===== config.mk =====
export PLATFORM = sky130hd
export DESIGN_NAME = ps2_ascii_fifo
export DESIGN_NICKNAME = d
export VERILOG_FILES = /design/src/rtl/ps2_ascii_fifo.sv
export SDC_FILE = /design/constraint.sdc
export NUM_CORES = 1
export LEC_CHECK = 0
export ABC_AREA = 1
export CAP_MARGIN = 40
export CORE_MARGIN = 2
export CORE_UTILIZATION = 55
export DETAILED_ROUTE_END_ITERATION = 6
export PLACE_DENSITY = 0.84
export SLEW_MARGIN = 0
export SYNTH_ARGS = -nofsm -noshare
export SYNTH_HDL_FRONTEND = slang
export SYNTH_SLANG_ARGS = --single-unit

===== constraint.sdc =====
create_clock -name clk -period 5.3 [get_ports clk]
set_input_delay 1.59 -clock clk [delete_from_list [all_inputs] [get_ports clk]]
set_output_delay 1.59 -clock clk [all_outputs]
set_load 0.02 [all_outputs]

===== src/rtl/ps2_ascii_fifo.sv =====
// PS/2 set-2 decoder: make/break/extended prefix tracking, shift and caps-lock state, ASCII FIFO.
// Optional macro KB_EXT_EN adds cursor keys, keypad enter and delete to the translation.
module ps2_ascii_fifo #(
    parameter int DEPTH  = 16,
    parameter int ADDR_W = $clog2(DEPTH)
) (
    input  logic              clk,
    input  logic              i_rst_n,
    input  logic              i_byte_en,
    input  logic [7:0]        i_byte,
    output logic              o_valid,
    input  logic              i_ready,
    output logic [7:0]        o_ascii,
    output logic [ADDR_W:0]   o_count,
    output logic              o_shift,
    output logic              o_capslock,
    output logic              o_overflow
);
    typedef enum logic [1:0] {IDLE, GOT_E0, GOT_F0, GOT_E0F0} state_t;

    localparam logic [ADDR_W:0]   FULL_COUNT = (ADDR_W + 1)'(DEPTH);
    localparam logic [ADDR_W:0]   CNT_ONE    = (ADDR_W + 1)'(1);
    localparam logic [ADDR_W-1:0] PTR_ONE    = ADDR_W'(1);

    state_t            state_reg;
    logic              shift_l_reg;
    logic              shift_r_reg;
    logic              caps_reg;
    logic              caps_held_reg;
    logic              char_valid_reg;
    logic [7:0]        char_reg;

    logic              make_evt;
    logic              break_evt;
    logic              evt_ext;
    logic              xlat_hit;
    logic [7:0]        xlat_char;
    logic [7:0]        letter_lc;
    logic              shift_now;

    logic [7:0]        mem [DEPTH];
    logic [ADDR_W-1:0] wr_ptr_reg;
    logic [ADDR_W-1:0] rd_ptr_reg;
    logic [ADDR_W:0]   count_reg;
    logic              overflow_reg;
    logic              full;
    logic              pop;
    logic              push_ok;

    assign shift_now = shift_l_reg | shift_r_reg;

    // A byte completes a key event unless it is a prefix that moves the decoder on.
    always_comb begin
        make_evt  = 1'b0;
        break_evt = 1'b0;
        evt_ext   = (state_reg == GOT_E0) || (state_reg == GOT_E0F0);
        if (i_byte_en) begin
            case (state_reg)
                IDLE, GOT_E0: make_evt  = (i_byte != 8'hE0) && (i_byte != 8'hF0);
                default:      break_evt = 1'b1;
            endcase
        end
    end

    always_comb begin
        case (i_byte)
            8'h1C: letter_lc = "a";  8'h32: letter_lc = "b";  8'h21: letter_lc = "c";
            8'h23: letter_lc = "d";  8'h24: letter_lc = "e";  8'h2B: letter_lc = "f";
            8'h34: letter_lc = "g";  8'h33: letter_lc = "h";  8'h43: letter_lc = "i";
            8'h3B: letter_lc = "j";  8'h42: letter_lc = "k";  8'h4B: letter_lc = "l";
            8'h3A: letter_lc = "m";  8'h31: letter_lc = "n";  8'h44: letter_lc = "o";
            8'h4D: letter_lc = "p";  8'h15: letter_lc = "q";  8'h2D: letter_lc = "r";
            8'h1B: letter_lc = "s";  8'h2C: letter_lc = "t";  8'h3C: letter_lc = "u";
            8'h2A: letter_lc = "v";  8'h1D: letter_lc = "w";  8'h22: letter_lc = "x";
            8'h35: letter_lc = "y";  8'h1A: letter_lc = "z";
            default: letter_lc = 8'h00;
        endcase
    end

    always_comb begin
        xlat_hit  = 1'b0;
        xlat_char = 8'h00;
        if (evt_ext) begin
`ifdef KB_EXT_EN
            xlat_hit = 1'b1;
            case (i_byte)
                8'h75:   xlat_char = 8'h80;
                8'h72:   xlat_char = 8'h81;
                8'h6B:   xlat_char = 8'h82;
                8'h74:   xlat_char = 8'h83;
                8'h5A:   xlat_char = 8'h0D;
                8'h71:   xlat_char = 8'h7F;
                default: xlat_hit  = 1'b0;
            endcase
`endif
        end else if (letter_lc != 8'h00) begin
            xlat_hit  = 1'b1;
            xlat_char = (shift_now ^ caps_reg) ? letter_lc - 8'h20 : letter_lc;
        end else begin
            // Caps lock deliberately ignored on the digit row.
            xlat_hit = 1'b1;
            case (i_byte)
                8'h16:   xlat_char = shift_now ? "!" : "1";
                8'h1E:   xlat_char = shift_now ? "@" : "2";
                8'h26:   xlat_char = shift_now ? "#" : "3";
                8'h25:   xlat_char = shift_now ? "$" : "4";
                8'h2E:   xlat_char = shift_now ? "%" : "5";
                8'h36:   xlat_char = shift_now ? "^" : "6";
                8'h3D:   xlat_char = shift_now ? "&" : "7";
                8'h3E:   xlat_char = shift_now ? "*" : "8";
                8'h46:   xlat_char = shift_now ? "(" : "9";
                8'h45:   xlat_char = shift_now ? ")" : "0";
                8'h29:   xlat_char = 8'h20;
                8'h5A:   xlat_char = 8'h0D;
                8'h66:   xlat_char = 8'h08;
                default: xlat_hit  = 1'b0;
            endcase
        end
    end

    always_ff @(posedge clk or negedge i_rst_n) begin
        if (!i_rst_n) begin
            state_reg      <= IDLE;
            shift_l_reg    <= 1'b0;
            shift_r_reg    <= 1'b0;
            caps_reg       <= 1'b0;
            caps_held_reg  <= 1'b0;
            char_valid_reg <= 1'b0;
            char_reg       <= 8'h00;
        end else begin
            char_valid_reg <= make_evt && xlat_hit;
            if (make_evt && xlat_hit)
                char_reg <= xlat_char;
            if (i_byte_en) begin
                case (state_reg)
                    IDLE: begin
                        if (i_byte == 8'hE0)      state_reg <= GOT_E0;
                        else if (i_byte == 8'hF0) state_reg <= GOT_F0;
                    end
                    GOT_E0: begin
                        if (i_byte == 8'hF0)      state_reg <= GOT_E0F0;
                        else if (i_byte != 8'hE0) state_reg <= IDLE;
                    end
                    default: state_reg <= IDLE;
                endcase
            end
            // Extended 12/59 are the fake shifts some keys emit; leave real shift state alone.
            if ((make_evt || break_evt) && !evt_ext) begin
                case (i_byte)
                    8'h12: shift_l_reg <= make_evt;
                    8'h59: shift_r_reg <= make_evt;
                    8'h58: begin
                        if (make_evt && !caps_held_reg)
                            caps_reg <= ~caps_reg;
                        caps_held_reg <= make_evt;
                    end
                    default: ;
                endcase
            end
        end
    end

    assign full    = (count_reg == FULL_COUNT);
    assign pop     = o_valid && i_ready;
    assign push_ok = char_valid_reg && (!full || pop);

    always_ff @(posedge clk) begin
        if (push_ok)
            mem[wr_ptr_reg] <= char_reg;
    end

    always_ff @(posedge clk or negedge i_rst_n) begin
        if (!i_rst_n) begin
            wr_ptr_reg   <= '0;
            rd_ptr_reg   <= '0;
            count_reg    <= '0;
            overflow_reg <= 1'b0;
        end else begin
            if (push_ok)
                wr_ptr_reg <= wr_ptr_reg + PTR_ONE;
            if (pop)
                rd_ptr_reg <= rd_ptr_reg + PTR_ONE;
            case ({push_ok, pop})
                2'b10:   count_reg <= count_reg + CNT_ONE;
                2'b01:   count_reg <= count_reg - CNT_ONE;
                default: ;
            endcase
            if (char_valid_reg && full && !pop)
                overflow_reg <= 1'b1;
        end
    end

    assign o_valid    = (count_reg != '0);
    assign o_ascii    = o_valid ? mem[rd_ptr_reg] : 8'h00;
    assign o_count    = count_reg;
    assign o_shift    = shift_now;
    assign o_capslock = caps_reg;
    assign o_overflow = overflow_reg;
endmodule


[After elaboration in Yosys (flattened, before gate mapping)]
Memory sizes are Yosys's and may differ from the RTL's.
Cells that the tools add are included.
Word-level totals
  register bits after elaboration: 29
  bits in writable memories: 128
  bits in read-only memories: 896
  input bits: 12
  logic and storage cells: 105
  memories: 2
Cells by class
  add/sub/neg operators: 5
  equality and inequality tests: 27
  muxes and demuxes: 31
  bitwise logic cells: 3
  reduce and logical (&&, ||, !) cells: 26
Memory list
  (name not given): words 128, width 7, read ports 1, clocked after Yosys merged registers in 0, write ports 0, RTL line 66  | case (i_byte)
  mem: words 16, width 8, read ports 1, clocked after Yosys merged registers in 0, write ports 1, RTL line 41  | logic [7:0] mem [DEPTH];
Operator list (number)
  case mux 7 bit (13 select lines): 1
  equality test 8 x 6 -> 1 bit (second input constant): 7
  equality test 8 x 7 -> 1 bit (second input constant): 6
  2-to-1 mux 5 bit: 8
  2-to-1 mux 8 bit: 5
  equality test 8 x 5 -> 1 bit (second input constant): 3
  equality test 8 bit (second input constant): 2
  inequality test 8 bit (second input constant): 2
  2-to-1 mux 7 bit: 2
  OR reduction 13 bit: 1
  case mux 5 bit (2 select lines): 1
  2-to-1 mux 1 bit: 9
  adder 4 x 1 -> 4 bit (second input constant): 2
  logical AND 1 bit: 8
  2-to-1 mux 2 bit: 4
  nonzero test 8 bit: 1
  subtractor 8 x 6 -> 8 bit (second input constant): 1
  AND reduction 2 bit: 3
  AND reduction 3 bit: 2
  adder 5 x 1 -> 5 bit (second input constant): 1
  equality test 5 bit (second input constant): 1
  nonzero test 5 bit: 1
  subtractor 5 x 1 -> 5 bit (second input constant): 1
  equality test 2 x 1 -> 1 bit (second input constant): 2
  other kinds (12): 18

[Longest topological paths before layout]
Gate-level depths: netlist of run 1.
  word-level depth: 7
  gate-level depth with buffers: 18
  gate-level depth less buffers: 18

[Worst setup path after synthesis of run 1]
Ideal clock, no wire load.
  path type: flip-flop to output port
  start point: reg rd_ptr_reg[0]
  end point: out o_ascii[6]
  arrival time: 1778 ps
  required time: 3710 ps
  slack: 1932 ps
  stages on the path, launching flop included: 9
  buffers on the path: 3
  cell sequence: dfrtp_1 clkbuf_1 inv_1 buf_2 clkbuf_1 o21ai_0 o221ai_1 nand3_1 a21oi_1
Between the ends
  longest elaborated chain between the ends: 2
RTL lines
  start: declaration: RTL line 43  | logic [ADDR_W-1:0] rd_ptr_reg;
  start signal: assignment: RTL line 182  | rd_ptr_reg <= rd_ptr_reg + PTR_ONE;
  memory (16 x 8 bit)
  2-to-1 mux 8 bit: RTL line 194  | assign o_ascii = o_valid ? mem[rd_ptr_reg] : 8'h00;
  end: declaration: RTL line 13  | output logic [7:0] o_ascii,
No other way between the ends.

[Worst setup path in the final report of run 1]
  start point: reg rd_ptr_reg[1]
  end point: out o_ascii[3]
Same word-level chain as after synthesis.

==> results of run 1 <==
synthesized netlist by cell type, types with 3 or more instances:
cell type,n,area share
a21oi_1,25,0.017
buf_2,3,0.0020
clkbuf_1,20,0.010
dfrtp_1,29,0.097
edfxtp_1,128,0.51
ha_1,18,0.030
inv_1,48,0.024
inv_2,5,0.0025
nand2_1,120,0.060
nand2_2,4,0.0033
nand3_1,44,0.029
nand4_1,7,0.0058
nor2_1,137,0.068
nor2_2,3,0.0025
nor2_4,3,0.0045
nor3_1,4,0.0027
o21ai_0,82,0.055
o221ai_1,25,0.029
o22ai_1,8,0.0067
xor2_1,10,0.012
per-stage QoR:
stage	setup WS [ns]	power (uW)	cell area, um^2
after floorplan	1.932	2731	7518
after global placement	1.225	3267	7945
after detailed placement	1.159	3326	7945
after CTS	0.6555	4587	8554
after global routing	0.5078	4827	8554
final	0.6054	4618	8554
report_power, final:
part	switching (uW)	total [uW]	internal, uW
sequential	251	1840	1590
clock	508	1260	753
combinational	979	1510	534
total	1740	4620	2880
logic make-up (layout without fill, tap and decap cells):
logic type / Yosys count / count (layout) / share of synthesized area
xor gates and xnor gates: 11 / 11 / 0.01281
DFF: 157 / 157 / 0.6078
adders and majority gates: 19 / 19 / 0.03262
AOI/OAI and AO/OA: 150 / 150 / 0.1167
and+or+nand+nor: 330 / 330 / 0.1852
buffers and inverters: 83 / 122 / 0.04493
path summary, 6_finish.rpt:
| path | start | to | slack, ns | cells after the start |
|---|---|---|---|---|
| max in group asynchronous | i_rst_n | rd_ptr_reg[0] | 3.45 | 2 |
| max | rd_ptr_reg[1] | o_ascii[3] | 0.61 | 9 |
| min in group asynchronous | i_rst_n | wr_ptr_reg[1] | 1.55 | 2 |
| min | caps_held_reg | caps_held_reg | 0.49 | 2 |
| min reg2reg | caps_held_reg | caps_held_reg | 0.49 | 2 |
| max reg2reg | o_count[0] | o_count[4] | 2.32 | 15 |
metal layers:
layer  vias up  global-route usage
met5         -                   0
li1       2667                   -
met2       346              0.4256
met4         0             0.08866
met1      2704              0.3377
met3        49             0.05122
layout make-up:
cell class / count / share of cell area
clock buffers: 18 / 0.05017
clock inverters: 14 / 0.02106
inverters: 54 / 0.02369
multi-input cells: 510 / 0.3053
flip-flops and latches: 157 / 0.5343
well taps: 176 / 0.02574
repair buffers: 36 / 0.03978
worst register-to-register path, cell delays in order (launching register included):
cell and delay, ns:
dfrtp_1 0.44, nor4_1 0.29, inv_1 0.10, nor2_2 0.41
inv_1 0.12, nand2_1 0.13, inv_1 0.11, ha_1 0.25
ha_1 0.33, nand2_1 0.08, nor2_1 0.04, a211oi_1 0.24
nand2_1 0.09, nand2_1 0.07, nor2_1 0.04, xor2_1 0.13
==> metrics.txt, run 1 <==
uppermost layer routed=met4; hold bufs inserted after CTS=0; RD Place Congestion=0.9700; Synth async-reset ratio=0.1847; Die X=120.9 um; wirelength, routed=17790 um; drc violations=0; Layout Utilization=0.6434; Pwr Density=539.8 nW/um^2; Critical Path RT=between 3 and 4 ns; share of layout cells above drive strength 1=0.07605; die area=14620 um^2; Setup-failing EPs final=0; # diodes=0; Worst-path clk slew=approximately 0.06 ns; post-synthesis cell area=7518 um^2; Layout Skew=roughly 0.0094 ns; total negative slack=0 ns; via count=around 5800; Initial DRC Count=808; max-slew violation count=0; root buffer cell=clkbuf_16; nets=807; TritonCTS clock tree=built; max_cap viols=0; Layout Cells excl Fill=965; Max FO, Critical Path=22; number of synthesized flops with an enable pin=128; Seq/Total Area, Yosys=0.6078; Buf/Inv on CP=3; crit start category=flop; highest-delay cell along the critical path=clkdlybuf4s50_1; Resized Gates After CTS=0; TritonCTS Buffers=17; syn avg cell area=10.02 um^2; met3 wire length=approximately 1600 um; synthesized net count=just under 800; first-pass GRT wire length=28510 um; Pleak=approximately 0.0033 uW; hold crit path type=reg2reg; grt total ovfl=0; Final period util=0.8858; flip-flop count of the largest register after layout=roughly 130; Tmin final=4.695 ns; WL met2=8833 um; status=finished clean; ys flop type=edfxtp_1; site row count=42; hpwl dp=11200 um; Hold Vio Cnt, Final=0; largest net degree at the start of global routing=between 40 and 50; total clock sinks=around 160; crit path DAT=~3.1 ns; Port Buffers=28; post-CTS setup buffer count=0; die height=between 100 and 150 um; Syn Inst Count=between 700 and 800; antenna violations before repair=0; vias in the first global route=roughly 5500; Layout area overhead=13.78%; commonest non-fill, non-tap cell in the layout=nor2_1; I/O pin count=29; Core Area=13300 um^2; DRT Pass-1 Iters=6; placed insts=roughly 930; Starting Density=0.5655; Critical Path Max Stage Delay=about 0.62 ns; remaining antenna violation count after routing=0; register area=approximately 4600 um^2; Crit path max-delay family=buffers and inverters; worst IR drop on VDD=0.2935 mV; routed length on met1=a little under 7000 um; Worst-Skew Late Latency=0.42 ns; element type at the critical path end=primary output; Vias/cell=5.975; worst path cell trace=inv_1, buf_4, o21ai_0, o22ai_1, nor2_1, nor2_1, o21ai_0, a21oi_1, clkdlybuf4s50_1; Bufs on Longest Clock Path=2; area of the multi-input gates=2611 um^2; RSZ-0062 raised after global routing=false; Slew headroom=0.3781; routed wire length per instance=between 15 and 20 um; synth unique cells=42; Synth Register Bits=157; most frequent cells in the layout=nor2_1 (137), edfxtp_1 (128), nand2_1 (120); Yosys warning total=0; GRT Total Usage=0.2562; worst hold slack=0.4874 ns; FMAX=213.0 MHz; CTS H-tree depth=4; filler cell count=987; Tightest Pin Transition=roughly 0.93 ns; CP Class=reg2out
Note: power is estimated with default switching activity, not from simulation.
==> run 2: changes to the inputs <==
Settings changed: CAP_MARGIN 40 to 20.
==> results of run 2 <==
No change in the layout: final DEF, timing and power equal those of run 1.
